==> config.mk <==
export PLATFORM = sky130hd
export DESIGN_NAME = app_desc_arbiter
export DESIGN_NICKNAME = d
export VERILOG_FILES = /design/src/rtl/app_desc_arbiter.sv
export SDC_FILE = /design/constraint.sdc
export NUM_CORES = 1
export LEC_CHECK = 0
export ABC_AREA = 1
export CORE_MARGIN = 1
export CORE_UTILIZATION = 37
export DETAILED_ROUTE_END_ITERATION = 12
export GPL_ROUTABILITY_DRIVEN = 0
export PLACE_DENSITY = 0.65
export SYNTH_ARGS = -nofsm -noshare
export SYNTH_HDL_FRONTEND = slang
export SYNTH_SLANG_ARGS = --single-unit
==> constraint.sdc <==
create_clock -name clk -period 4.8 [get_ports clk]
set_clock_uncertainty 0.15 [all_clocks]
set_input_delay 0.72 -clock clk [delete_from_list [all_inputs] [get_ports clk]]
set_output_delay 0.72 -clock clk [all_outputs]
set_load 0.01 [all_outputs]
==> src/rtl/app_desc_arbiter.sv <==
// Round-robin descriptor scheduler: per-app pending counters feed a 4-state
// fetch FSM that pulls one descriptor at a time from the queue manager.
`ifndef RL_DESC_WIDTH
`define RL_DESC_WIDTH 64
`endif
`ifndef RL_DESC_APP_ID_SIZE
`define RL_DESC_APP_ID_SIZE 2
`endif

module app_desc_cnt #(
  parameter int CNT_WIDTH = 8
) (
  input  logic                 clk,
  input  logic                 rst_n,
  input  logic                 inc,
  input  logic                 dec,
  output logic [CNT_WIDTH-1:0] cnt,
  output logic                 drop
);
  logic full;

  assign full = &cnt;
  // A simultaneous inc/dec nets to zero, so only a lone inc at full is dropped.
  assign drop = inc & ~dec & full;

  always_ff @(posedge clk or negedge rst_n) begin
    if (!rst_n)                   cnt <= '0;
    else if (inc & ~dec & ~full)  cnt <= cnt + CNT_WIDTH'(1);
    else if (dec & ~inc)          cnt <= cnt - CNT_WIDTH'(1);
  end
endmodule

module app_desc_arbiter #(
  parameter int DESC_WIDTH   = `RL_DESC_WIDTH,
  parameter int APP_ID_WIDTH = `RL_DESC_APP_ID_SIZE,
  parameter int CNT_WIDTH    = 8
) (
  input  logic                         clk,
  input  logic                         rst_n,
  input  logic                         s_evt_valid,
  input  logic [APP_ID_WIDTH-1:0]      s_evt_app_id,
  output logic                         s_evt_ready,
  input  logic [2**APP_ID_WIDTH-1:0]   s_app_mask,
  output logic                         qm_packet_desc_req,
  output logic [APP_ID_WIDTH-1:0]      qm_packet_desc_app_id,
  input  logic [DESC_WIDTH-1:0]        qm_packet_desc,
  input  logic                         qm_packet_desc_valid,
  output logic [DESC_WIDTH-1:0]        m_packet_desc,
  output logic                         m_packet_desc_valid,
  input  logic                         m_packet_desc_ready,
  output logic                         cnt_overflow
);
  localparam int N_APP = 2**APP_ID_WIDTH;

  typedef enum logic [1:0] {IDLE, REQ, WAIT, OUT} state_t;

  state_t                             state, next;
  logic [N_APP-1:0][CNT_WIDTH-1:0]    cnt;
  logic [N_APP-1:0]                   inc, dec, drop, elig;
  logic [APP_ID_WIDTH-1:0]            rr_ptr, grant_id, idx;
  logic                               grant_found;

  assign s_evt_ready = 1'b1;

  for (genvar k = 0; k < N_APP; k++) begin : g_app
    assign inc[k]  = s_evt_valid && (s_evt_app_id == APP_ID_WIDTH'(k));
    assign dec[k]  = (state == REQ) && (qm_packet_desc_app_id == APP_ID_WIDTH'(k));
    assign elig[k] = (|cnt[k]) && s_app_mask[k];
    app_desc_cnt #(.CNT_WIDTH(CNT_WIDTH)) u_cnt (
      .clk  (clk),
      .rst_n(rst_n),
      .inc  (inc[k]),
      .dec  (dec[k]),
      .cnt  (cnt[k]),
      .drop (drop[k])
    );
  end

  // First eligible app at or after rr_ptr, wrapping through the power-of-two range.
  always_comb begin
    grant_found = 1'b0;
    grant_id    = '0;
    idx         = '0;
    for (int i = 0; i < N_APP; i++) begin
      idx = rr_ptr + APP_ID_WIDTH'(i);
      if (!grant_found && elig[idx]) begin
        grant_found = 1'b1;
        grant_id    = idx;
      end
    end
  end

  always_ff @(posedge clk or negedge rst_n) begin
    if (!rst_n) state <= IDLE;
    else        state <= next;
  end

  always_comb begin
    next = state;
    unique case (state)
      IDLE:    if (grant_found) next = REQ;
      REQ:     next = WAIT;
      WAIT:    if (qm_packet_desc_valid) next = OUT;
      OUT:     if (m_packet_desc_ready) next = IDLE;
      default: next = IDLE;
    endcase
  end

  assign qm_packet_desc_req  = (state == REQ);
  assign m_packet_desc_valid = (state == OUT);

  always_ff @(posedge clk or negedge rst_n) begin
    if (!rst_n) begin
      qm_packet_desc_app_id <= '0;
      rr_ptr                <= '0;
      m_packet_desc         <= '0;
      cnt_overflow          <= 1'b0;
    end else begin
      if (state == IDLE && grant_found) begin
        qm_packet_desc_app_id <= grant_id;
        rr_ptr                <= grant_id + APP_ID_WIDTH'(1);
      end
      if (state == WAIT && qm_packet_desc_valid) m_packet_desc <= qm_packet_desc;
      if (|drop) cnt_overflow <= 1'b1;
    end
  end
endmodule

==> metrics.md, run 1 <==
| Metric | Value |
|---|---|
| Clock network fraction of design power | between 10% and 20% |
| Residual DRC count | 0 |
| Number of rows created at floorplan | 44 |
| Internal power | slightly above 3 mW |
| Number of pins with negative max-slew slack in the final report | 0 |
| Min Tclk post-route | roughly 3.5 ns |
| Nets@finish | 815 |
| Die span in x | between 100 and 150 microns |
| Number of iterations in the first detailed-routing pass | 4 |
| Number of global-route vias before repair | 4526 |
| Synth Net Count | 671 |
| Pleak | roughly 3.4 nW |
| H-Tree Depth | 3 |
| Maximum number of pins on one net before global-route repair | just under 80 |
| Via count | ~4300 |
| CP Max Fanout | 9 |
| PnR Total Power | slightly above 5 mW |
| Synthesized area | between 5000 and 6000 sq um |
| Core footprint | about 14000 sq um |
| Part of the power in registers | about a third |
| Proportion of layout cells with a drive suffix above 1 | roughly 15% |
| IO Count | approximately 150 |
| Total of cells resized after clock tree synthesis | 0 |
| Headroom to the max-slew limit | roughly a third |
| Sw power | 2.00 mW |
| Post-CTS clock slew at the launch and capture registers of the worst setup and hold paths | 0.07 ns |
| Ranking of synthesized cells by area | sky130_fd_sc_hd__dfrtp_1 47%, sky130_fd_sc_hd__mux2_2 13%, sky130_fd_sc_hd__nand2_1 7.1% |
| Most used cells in the layout excluding fill and tap cells | 142 x sky130_fd_sc_hd__clkdlybuf4s50_1, 103 x sky130_fd_sc_hd__dfrtp_1, 102 x sky130_fd_sc_hd__nand2_1 |
| Area growth from synthesis to layout | 35.1% |
| Cell type contributing the most total cell area after synthesis | sky130_fd_sc_hd__dfrtp_1 |
| Result of the run | completed |
| Fillers | ~1300 |
| Worst hold path class | reg -> reg |
| Mean cell area of the mapped netlist | 9.69 sq um |
| Non-Filler Cell Area, Final | approximately 7400 sq um |
| Clk_lat worst skew | between 0.3 and 0.4 ns |
| Arrival time of data at the critical path endpoint | around 3.6 ns |
| Worst setup path class | in -> reg |
| Final-layout setup total negative slack | 0 ns |
| Placed cell count | between 800 and 900 |
| Via-per-instance ratio | 4.85 |
| Number of antenna cells inserted | 0 |
| CTS tree | done |
| Final setup vio count | 0 |
| Total routing usage reported by global routing | roughly 18% |
| Unrepaired setup endpoints after global routing | false |
| Deepest clock path buffer count | 2 |
| Post-Layout Cell Count | 897 |
| Number of sinks handled by clock tree synthesis | slightly above 100 |
| Switching Fraction | between 30% and 40% |
| Share of Yosys cell area claimed by the top area cell type | a little under half |
| Most common library cell in the layout ignoring fill and taps | sky130_fd_sc_hd__clkdlybuf4s50_1 |
| CTS root buffer | sky130_fd_sc_hd__clkbuf_16 |
| Initial core utilization | a little under two fifths |
| Maximum clock frequency | between 200 and 300 MHz |
| Antenna-violating nets left | 0 |
| HPWL after detailed placement | around 9.6 mm |
| Synthesized instance count | between 500 and 600 |
| Sum of routed wire length over all layers | about 13 mm |
| Count of input and output buffers | 143 |
| CTS buffer count | 9 |
| Global-route congestion overflow total | 0 |
| Post-synthesis sequential area ratio | 47.1% |
| Number of antenna violations at the first check in global routing | 0 |
| CP Capture Type | flop |
| Initial DRC Count | 161 |
| Critical path launch point type | input port |
| Per-cell routed wire length | ~14 microns |
| Die Area | about 15000 sq um |
| Post-Place Cell Area | roughly 7100 sq um |
| Power density over the cells | slightly below 700 nW/um^2 |
| Largest vdd supply drop | about 0.00038 V |
| Final hold vios | 0 |
| Warnings from Yosys | 0 |
| Part of the power in combinational logic | between 50% and 60% |
| Actual slew at the worst max-slew pin | 0.999 ns |
| Register bit total from synthesis | slightly above 100 |
| Hold Buf Count CTS | 0 |
| Final period util | 72.0% |
| Data required time of the worst path | between 4 and 5 ns |
| Die height | between 100 and 150 microns |
| Number of distinct standard cells referenced by the synthesized netlist | 34 |
| Post-CTS repair timing setup buffer count | 0 |
| Max-cap violations | 0 |
| First-pass GRT wire length | roughly 21 mm |
cells by family after synthesis:
kind of cell	count (synthesis)	synth area share, %
flops	103	47.1
buf+inv	81	5.74
compound gates	51	5.33
simple gates	211	17.2
mux	64	13.2
fa+ha+maj	32	7.87
xor+xnor	21	3.50
other cells	1	0.0686
path summary, 6_finish.rpt:
check / from / endpoint / slack [ns] / cells after the start
worst min register to register: cnt_overflow$_DFFE_PN0P_ / cnt_overflow$_DFFE_PN0P_ / 0.35 / 2
worst max-delay path: s_evt_app_id[1] / g_app[3].u_cnt.cnt[7]$_DFFE_PN0P_ / 1.34 / 18
worst max register to register: state[1]$_DFFE_PN0P_ / g_app[3].u_cnt.cnt[7]$_DFFE_PN0P_ / 1.56 / 18
min in group asynchronous: rst_n / g_app[0].u_cnt.cnt[7]$_DFFE_PN0P_ / 0.36 / 1
worst min-delay path: cnt_overflow$_DFFE_PN0P_ / cnt_overflow$_DFFE_PN0P_ / 0.35 / 2
max in group asynchronous: rst_n / g_app[3].u_cnt.cnt[3]$_DFFE_PN0P_ / 3.21 / 2
synth_stat cells:
| cell | instances |
|---|---|
| sky130_fd_sc_hd__buf_4 | 1 |
| sky130_fd_sc_hd__a21oi_1 | 19 |
| sky130_fd_sc_hd__mux2_2 | 64 |
| sky130_fd_sc_hd__nor4_1 | 8 |
| sky130_fd_sc_hd__buf_2 | 5 |
| sky130_fd_sc_hd__nand2_2 | 2 |
| sky130_fd_sc_hd__nor2_1 | 48 |
| sky130_fd_sc_hd__nor2_2 | 2 |
| sky130_fd_sc_hd__xor2_1 | 20 |
| sky130_fd_sc_hd__dfrtp_1 | 103 |
| sky130_fd_sc_hd__a21o_2 | 1 |
| sky130_fd_sc_hd__nand3_1 | 28 |
| sky130_fd_sc_hd__o21ai_4 | 1 |
| sky130_fd_sc_hd__o22ai_1 | 5 |
| sky130_fd_sc_hd__a221oi_1 | 1 |
| sky130_fd_sc_hd__nor2_4 | 1 |
| sky130_fd_sc_hd__a31o_2 | 1 |
| sky130_fd_sc_hd__clkbuf_1 | 6 |
| sky130_fd_sc_hd__nor3_1 | 6 |
| sky130_fd_sc_hd__inv_1 | 61 |
| sky130_fd_sc_hd__inv_2 | 8 |
| sky130_fd_sc_hd__a31oi_1 | 4 |
| sky130_fd_sc_hd__o21ai_1 | 18 |
| sky130_fd_sc_hd__a22oi_1 | 1 |
| sky130_fd_sc_hd__ha_1 | 28 |
| sky130_fd_sc_hd__nand2_4 | 2 |
| sky130_fd_sc_hd__nand3_2 | 2 |
| sky130_fd_sc_hd__and2_1 | 4 |
| sky130_fd_sc_hd__nand3_4 | 1 |
| sky130_fd_sc_hd__fa_1 | 4 |
| sky130_fd_sc_hd__xnor2_2 | 1 |
| sky130_fd_sc_hd__nand3b_1 | 4 |
| sky130_fd_sc_hd__conb_1 | 1 |
| sky130_fd_sc_hd__nand2_1 | 103 |
layer usage:
layer  global-route usage [%]  vias to the layer above  share of wire [%]
met5                        0                        -                  0
met4                     4.14                        0               0.95
met3                     8.53                        9                9.9
met2                     29.2                      131                 47
met1                     21.2                     2074                 42
li1                         -                     2135                  -
through the flow:
stage	hold WS [ns]	worst slack, ns	utilization (%)
after floorplan	0.274	1.87	-
after global placement	0.322	1.13	49.0
after detailed placement	0.334	1.00	49.0
after CTS	0.349	1.37	51.0
after global routing	0.374	0.948	51.0
final	0.346	1.34	51.0
layout make-up:
type	count	area (sq um)	share of cell area [%]
Inverter	69	259	3.51
Sequential cell	103	2580	34.9
Timing Repair Buffer	145	1440	19.5
Tap cell	184	230	3.12
Clock inverter	5	46.3	0.627
Clock buffer	11	253	3.42
Multi-Input combinational cell	380	2580	34.9
power groups by stage:
stage	clock, mW	combinational, mW	sequential (mW)
after floorplan	0	1.60	1.71
after global placement	0	2.65	1.60
after detailed placement	0	2.73	1.63
after CTS	0.774	2.76	1.62
after global routing	0.803	3.05	1.68
final	0.741	2.73	1.61
flip-flops by register name, indices dropped and copies added, names as in the netlist, named ones only:
name	flops
m_packet_desc	64
g_app.u_cnt.cnt	32
qm_packet_desc_app_id	2
state	2
cnt_overflow	1
rr_ptr	1
worst max-delay path, stage by stage:
cell	delay, ns
sky130_fd_sc_hd__clkdlybuf4s50_1	0.51
sky130_fd_sc_hd__inv_1	0.07
sky130_fd_sc_hd__nor3_1	0.18
sky130_fd_sc_hd__inv_1	0.08
sky130_fd_sc_hd__nor2_1	0.14
sky130_fd_sc_hd__nand2_1	0.25
sky130_fd_sc_hd__ha_1	0.43
sky130_fd_sc_hd__a21oi_1	0.19
sky130_fd_sc_hd__nand2_1	0.10
sky130_fd_sc_hd__nand2_1	0.10
sky130_fd_sc_hd__nand2_1	0.06
sky130_fd_sc_hd__a21oi_1	0.19
sky130_fd_sc_hd__nor2_1	0.06
sky130_fd_sc_hd__o21ai_1	0.15
sky130_fd_sc_hd__nand2_1	0.07
sky130_fd_sc_hd__nand2_1	0.06
sky130_fd_sc_hd__nand2_1	0.06
sky130_fd_sc_hd__xor2_1	0.13
Power figures use the tool's default switching activity.
==> inputs of run 2 (changes only) <==
- PLACE_DENSITY: 0.65 -> 0.67
- clock period: 4.8 -> 2.8 ns (I/O delays scaled with it)
==> run 2 against run 1 <==
  * Via count rose by 4.3%
  * Setup slack got worse by 1.3 ns
  * Total power rose by 89%
  * Critical endpoint is now g_app[1].u_cnt.cnt[6]$_DFFE_PN0P_
==> metrics.md, run 2 (same netlist as run 1, synthesis figures left out) <==
| Metric | Value |
|---|---|
| Pleak | between 3 and 4 nW |
| Headroom to the max-slew limit | around 63% |
| Final period util | a little over nine tenths |
| Antenna-violating nets left | 0 |
| Largest vdd supply drop | 0.000537 V |
| Unrepaired setup endpoints after global routing | true |
| First-pass GRT wire length | 20.8 mm |
| Number of sinks handled by clock tree synthesis | roughly 100 |
| Sw power | 3.77 mW |
| Deepest clock path buffer count | 2 |
| Total routing usage reported by global routing | roughly 18% |
| Arrival time of data at the critical path endpoint | 2.80 ns |
| Number of global-route vias before repair | about 4600 |
| Most used cells in the layout excluding fill and tap cells | 141 x sky130_fd_sc_hd__clkdlybuf4s50_1, 101 x sky130_fd_sc_hd__dfrtp_1, 98 x sky130_fd_sc_hd__nand2_1 |
| Non-Filler Cell Area, Final | roughly 8000 sq um |
| Switching Fraction | 39.2% |
| Result of the run | completed |
| Data required time of the worst path | 2.87 ns |
| HPWL after detailed placement | 9.98 mm |
| Placed cell count | roughly 900 |
| Count of input and output buffers | about 140 |
| Via-per-instance ratio | between 4 and 5 |
| Die height | about 120 microns |
| Worst setup path class | in -> reg |
| Reg-to-reg slack, setup | roughly 0.080 ns |
| Global-route congestion overflow total | 0 |
| Final hold vios | 0 |
| Part of the power in registers | 28.9% |
| Number of antenna cells inserted | 0 |
| IO Count | about 150 |
| Largest registers | m_packet_desc (64), g_app.u_cnt.cnt (32) |
| Number of flip-flops under the largest register name | 64 |
| Maximum clock frequency | roughly 370 MHz |
| Residual DRC count | 0 |
| Maximum number of pins on one net before global-route repair | 44 |
| CTS tree | done |
| Proportion of layout cells with a drive suffix above 1 | a little over a quarter |
| Core footprint | ~14000 sq um |
| CTS root buffer | sky130_fd_sc_hd__clkbuf_16 |
| Number of antenna violations at the first check in global routing | 0 |
| Min Tclk post-route | approximately 2.7 ns |
| Number of iterations in the first detailed-routing pass | 4 |
| Post-CTS clock slew at the launch and capture registers of the worst setup and hold paths | about 0.070 ns |
| Clock network fraction of design power | 13.3% |
| Worst Setup Slack, final | approximately 0.067 ns |
| CP Capture Type | flop |
| CTS buffer count | 9 |
| Per-cell routed wire length | 14.2 microns |
| Area growth from synthesis to layout | 47.6% |
| CP Max Fanout | 3 |
| Nets@finish | roughly 860 |
| Post-Layout Cell Count | around 940 |
| Final cell utilization of the core | 55.8% |
| Initial DRC Count | between 100 and 150 |
| Critical path launch point type | input port |
| Post-place setup slack | -0.356 ns |
| Internal power | a little under 6 mW |
| Final setup vio count | 0 |
| Clk_lat worst skew | between 0.3 and 0.4 ns |
| Post-Place Cell Area | 7410 sq um |
| Worst hold path class | reg -> reg |
| Most common library cell in the layout ignoring fill and taps | sky130_fd_sc_hd__clkdlybuf4s50_1 |
| Via count | 4536 |
| H-Tree Depth | 3 |
| Register ranked first by flip-flop count | m_packet_desc |
| Die Area | around 15000 sq um |
| Number of rows created at floorplan | 44 |
| Initial core utilization | 37.8% |
| Actual slew at the worst max-slew pin | ~0.56 ns |
| Power density over the cells | 1190 nW/um^2 |
| Part of the power in combinational logic | between 50 and 60% |
| Max-cap violations | 0 |
| Sum of routed wire length over all layers | 13.4 mm |
| Die span in x | 124 microns |
| Number of pins with negative max-slew slack in the final report | 0 |
-- run 2: cell count changes in the layout (fill, tap and decap cells not counted), sizes merged --
cell	before	now
buf	3	49
dlygate4sd3	0	1
inv	73	74
clkbuf	11	10
clkdlybuf4s50	142	141
dlymetal6s2s	0	1
-- run 2: path summary, 6_finish.rpt --
kind | from | end | depth (start not counted)
max in group asynchronous | rst_n | g_app[0].u_cnt.cnt[3]$_DFFE_PN0P_ | 3
min in group asynchronous | rst_n | m_packet_desc[39]$_DFFE_PN0P_ | 2
worst max-delay path | s_evt_valid | g_app[1].u_cnt.cnt[6]$_DFFE_PN0P_ | 15
worst max register to register | g_app[3].u_cnt.cnt[3]$_DFFE_PN0P_ | g_app[3].u_cnt.cnt[7]$_DFFE_PN0P_ | 17
worst min-delay path | cnt_overflow$_DFFE_PN0P_ | cnt_overflow$_DFFE_PN0P_ | 2
worst min register to register | cnt_overflow$_DFFE_PN0P_ | cnt_overflow$_DFFE_PN0P_ | 2
-- run 2: worst max-delay path, stage by stage --
cell and delay [ns]:
sky130_fd_sc_hd__clkdlybuf4s50_1 0.53, sky130_fd_sc_hd__inv_1 0.08, sky130_fd_sc_hd__nor3_2 0.10, sky130_fd_sc_hd__inv_1 0.08, sky130_fd_sc_hd__nor2_2 0.11, sky130_fd_sc_hd__nand2_2 0.10, sky130_fd_sc_hd__buf_4 0.16, sky130_fd_sc_hd__fa_1 0.40
sky130_fd_sc_hd__a31oi_2 0.21, sky130_fd_sc_hd__nor2_1 0.08, sky130_fd_sc_hd__nor2_1 0.11, sky130_fd_sc_hd__nor2_1 0.05, sky130_fd_sc_hd__nor2_1 0.11, sky130_fd_sc_hd__xor2_1 0.18, sky130_fd_sc_hd__a21oi_1 0.08
-- run 2: final cells by class --
class / instances / area [sq um]
Timing Repair Buffer: 192 / 1840
Inverter: 69 / 264
Sequential cell: 103 / 2580
Clock buffer: 10 / 239
Multi-Input combinational cell: 380 / 2860
Fill cell: 1251 / 6410
Tap cell: 184 / 230
Clock inverter: 6 / 56.3
-- run 2: metrics by stage --
stage / hold WS (ns) / TNS (ns) / total power, mW
after floorplan: -0.0256 / 0 / 5.66
after global placement: 0.299 / -2.17 / 7.63
after detailed placement: 0.302 / -3.28 / 7.84
after CTS: 0.342 / 0 / 9.21
after global routing: 0.374 / -0.230 / 10.4
final: 0.338 / 0 / 9.61
-- run 2: repair_timing --
item                       in CTS  in global routing
gates resized for setup         8                 48
setup buffers                   0                  8
hold buffers                    1                  0
cloned                          0                  0
setup endpoints to repair       8                 12
pin swaps                       0                 11
hold endpoints to repair       41                  0
-- run 2: metal layers --
layer / vias up / wire length, microns / track usage [%]
li1: 2225 / - / -
met1: 2177 / 5300 / 19.6
met2: 126 / 6740 / 30.2
met3: 8 / 1270 / 8.76
met4: 0 / 100 / 3.46
met5: - / 0 / 0
-- run 2: power by group through the flow --
stage          registers, mW  clock network, mW  logic (mW)
2_1_floorplan           2.93                  0        2.73
3_3_place_gp            2.71                  0        4.92
3_5_place_dp            2.75                  0        5.09
4_1_cts                 2.74               1.32        5.16
5_1_grt                 2.87               1.38        6.12
6_report                2.77               1.27        5.56
==> inputs of run 3 (changes only) <==
- CORE_MARGIN: 1 -> 4
- CTS_CLUSTER_SIZE: unset -> 8
==> run 3 against run 2 <==
  * Die area rose by 9.9%
  * Setup slack got worse by 0.019 ns
  * Combinational power rose by 2%
  * Critical path type is now reg -> reg
  * Largest cell class unchanged
  * Highest routed layer unchanged
==> metrics.md, run 3 (same netlist as run 1, synthesis figures left out) <==
| Metric | Value |
|---|---|
| Number of pins with negative max-slew slack in the final report | 0 |
| Maximum clock frequency | about 360 MHz |
| Most used cells in the layout excluding fill and tap cells | 139 x sky130_fd_sc_hd__clkdlybuf4s50_1, 100 x sky130_fd_sc_hd__dfrtp_1, 94 x sky130_fd_sc_hd__nand2_1 |
| Actual slew at the worst max-slew pin | approximately 0.72 ns |
| IO Count | approximately 150 |
| Die height | approximately 130 microns |
| Residual DRC count | 0 |
| Number of rows created at floorplan | 44 |
| Sum of routed wire length over all layers | approximately 14 mm |
| Nets@finish | 881 |
| Multi-input logic area | approximately 2900 sq um |
| Headroom to the max-slew limit | between 50% and 60% |
| Deepest clock path buffer count | 2 |
| Via count | around 4600 |
| PnR Total Power | between 9 and 10 mW |
| Unrepaired setup endpoints after global routing | true |
| Critical path launch point type | flop |
| CTS buffer count | 9 |
| Maximum number of pins on one net before global-route repair | 58 |
| Worst hold path class | reg -> reg |
| CP Capture Type | flop |
| Final hold vios | 0 |
| Most common library cell in the layout ignoring fill and taps | sky130_fd_sc_hd__clkdlybuf4s50_1 |
| Result of the run | completed |
| CTS root buffer | sky130_fd_sc_hd__clkbuf_16 |
| Worst setup path class | reg -> reg |
| Via-per-instance ratio | 4.77 |
| H-Tree Depth | 3 |
| Die Area | about 17000 sq um |
| Initial core utilization | between 30% and 40% |
| Largest registers | m_packet_desc (64), g_app.u_cnt.cnt (32) |
| HPWL after detailed placement | slightly above 10 mm |
| Global-route congestion overflow total | 0 |
| Total routing usage reported by global routing | 16.6% |
| Combined buffer and inverter count along the critical path | 3 |
| Register ranked first by flip-flop count | m_packet_desc |
| Min Tclk post-route | 2.75 ns |
| Post-CTS clock slew at the launch and capture registers of the worst setup and hold paths | roughly 0.080 ns |
| Final setup vio count | 0 |
| Core footprint | 14500 sq um |
| Proportion of layout cells with a drive suffix above 1 | 28.8% |
| Initial DRC Count | ~160 |
| Maximum single-stage delay on the critical path | 0.37 ns |
| Data required time of the worst path | 2.90 ns |
| Number of antenna cells inserted | 0 |
| Post-Place Cell Area | 7430 sq um |
| Area growth from synthesis to layout | 50.7% |
| Max-cap violations | 0 |
| Top cell by count, worst path | sky130_fd_sc_hd__nand2_1 |
| Kind of cell with the highest combined delay on the critical path | simple AND/OR/NAND/NOR gates |
| Arrival time of data at the critical path endpoint | around 2.9 ns |
| Die span in x | 130 microns |
| Largest vdd supply drop | 0.000756 V |
| Count of input and output buffers | about 140 |
| Final period util | between 90% and 100% |
| First-pass GRT wire length | around 22 mm |
| Per-cell routed wire length | roughly 14 microns |
| Fillers | 1224 |
| CP Max Fanout | 4 |
| Number of flip-flops under the largest register name | 64 |
| Slowest stage cell on the critical path | sky130_fd_sc_hd__dfrtp_1 |
| Antenna-violating nets left | 0 |
| Final cell utilization of the core | about 57% |
| Clk_lat worst skew | roughly 0.36 ns |
| CTS tree | done |
| FF/Latch Area | about 2600 sq um |
| Power density over the cells | roughly 1200 nW/um^2 |
| Number of sinks handled by clock tree synthesis | roughly 100 |
| Number of antenna violations at the first check in global routing | 0 |
| Non-Filler Cell Area, Final | around 8000 sq um |
| Worst-path cell chain | inv_2 -> ha_4 -> inv_6 -> nor3_4 -> nor2_2 -> nand2_2 -> buf_4 -> ha_1 -> a21oi_2 -> nand2_1 -> nand2_2 -> nand2_2 -> a21oi_2 -> nor2_1 -> o21ai_1 -> nand2_1 -> nand2_1 -> nand2_1 -> xor2_1 |
| Number of iterations in the first detailed-routing pass | 4 |
| Number of global-route vias before repair | 4721 |
| Pleak | ~3.8 nW |
[run 3: worst paths after layout]
path	from	to	slack, ns	cells after the start
max in group asynchronous	rst_n	m_packet_desc[8]$_DFFE_PN0P_	1.29	3
worst min-delay path	cnt_overflow$_DFFE_PN0P_	cnt_overflow$_DFFE_PN0P_	0.34	2
worst max register to register	state[1]$_DFFE_PN0P_	g_app[3].u_cnt.cnt[7]$_DFFE_PN0P_	0.05	19
worst max-delay path	state[1]$_DFFE_PN0P_	g_app[3].u_cnt.cnt[7]$_DFFE_PN0P_	0.05	19
min in group asynchronous	rst_n	m_packet_desc[57]$_DFFE_PN0P_	0.50	2
worst min register to register	cnt_overflow$_DFFE_PN0P_	cnt_overflow$_DFFE_PN0P_	0.34	2
[run 3: worst reg2reg max path, delay by kind of cell (launching register included)]
| kind | cells | cell delay [ns] |
|---|---|---|
| AOI/OAI and AO/OA | 3 | 0.50 |
| xor gates and xnor gates | 1 | 0.14 |
| adders and majority gates | 2 | 0.38 |
| buffers and inverters | 3 | 0.31 |
| DFF | 1 | 0.37 |
| and+or+nand+nor | 10 | 0.79 |
[run 3: area by class of cell]
type	instances	share of cell area [%]
clock buffer	9	2.73
clock inverter	7	1.08
inverter	69	3.20
multi-input combinational	380	34.7
sequential	103	31.3
tap	184	2.79
timing repair buffer	211	24.2
[run 3: power breakdown]
part / switching (mW) / internal [mW]
registers: 0.497 / 2.26
clock network: 0.662 / 0.643
logic: 2.69 / 2.97
[run 3: what timing repair did]
item                                    4_1_cts  5_1_grt
pin swaps                                     3       25
buffers inserted                              8       17
hold endpoints to repair                     55        0
hold buffers                                  1        0
endpoints found under the setup margin        8       12
gates resized for setup                      13       55
[run 3: stage by stage]
| step | setup TNS, ns | setup slack [ns] | std cells | hold WS, ns |
|---|---|---|---|---|
| 2_1_floorplan | 0 | 0.00348 | 564 | -0.0256 |
| 3_3_place_gp | -2.16 | -0.302 | 921 | 0.308 |
| 3_5_place_dp | -3.62 | -0.400 | 921 | 0.321 |
| 4_1_cts | 0 | 0.00461 | 946 | 0.340 |
| 5_1_grt | -0.214 | -0.109 | 963 | 0.359 |
| 6_report | 0 | 0.0479 | 963 | 0.344 |
[run 3: layer usage]
metal | global-route usage (%) | share of wire (%) | up-vias
met5 | 0 | 0 | -
met4 | 4.89 | 1.6 | 0
met3 | 9.19 | 10 | 14
met2 | 27.4 | 49 | 128
met1 | 18.6 | 39 | 2185
li1 | - | - | 2268
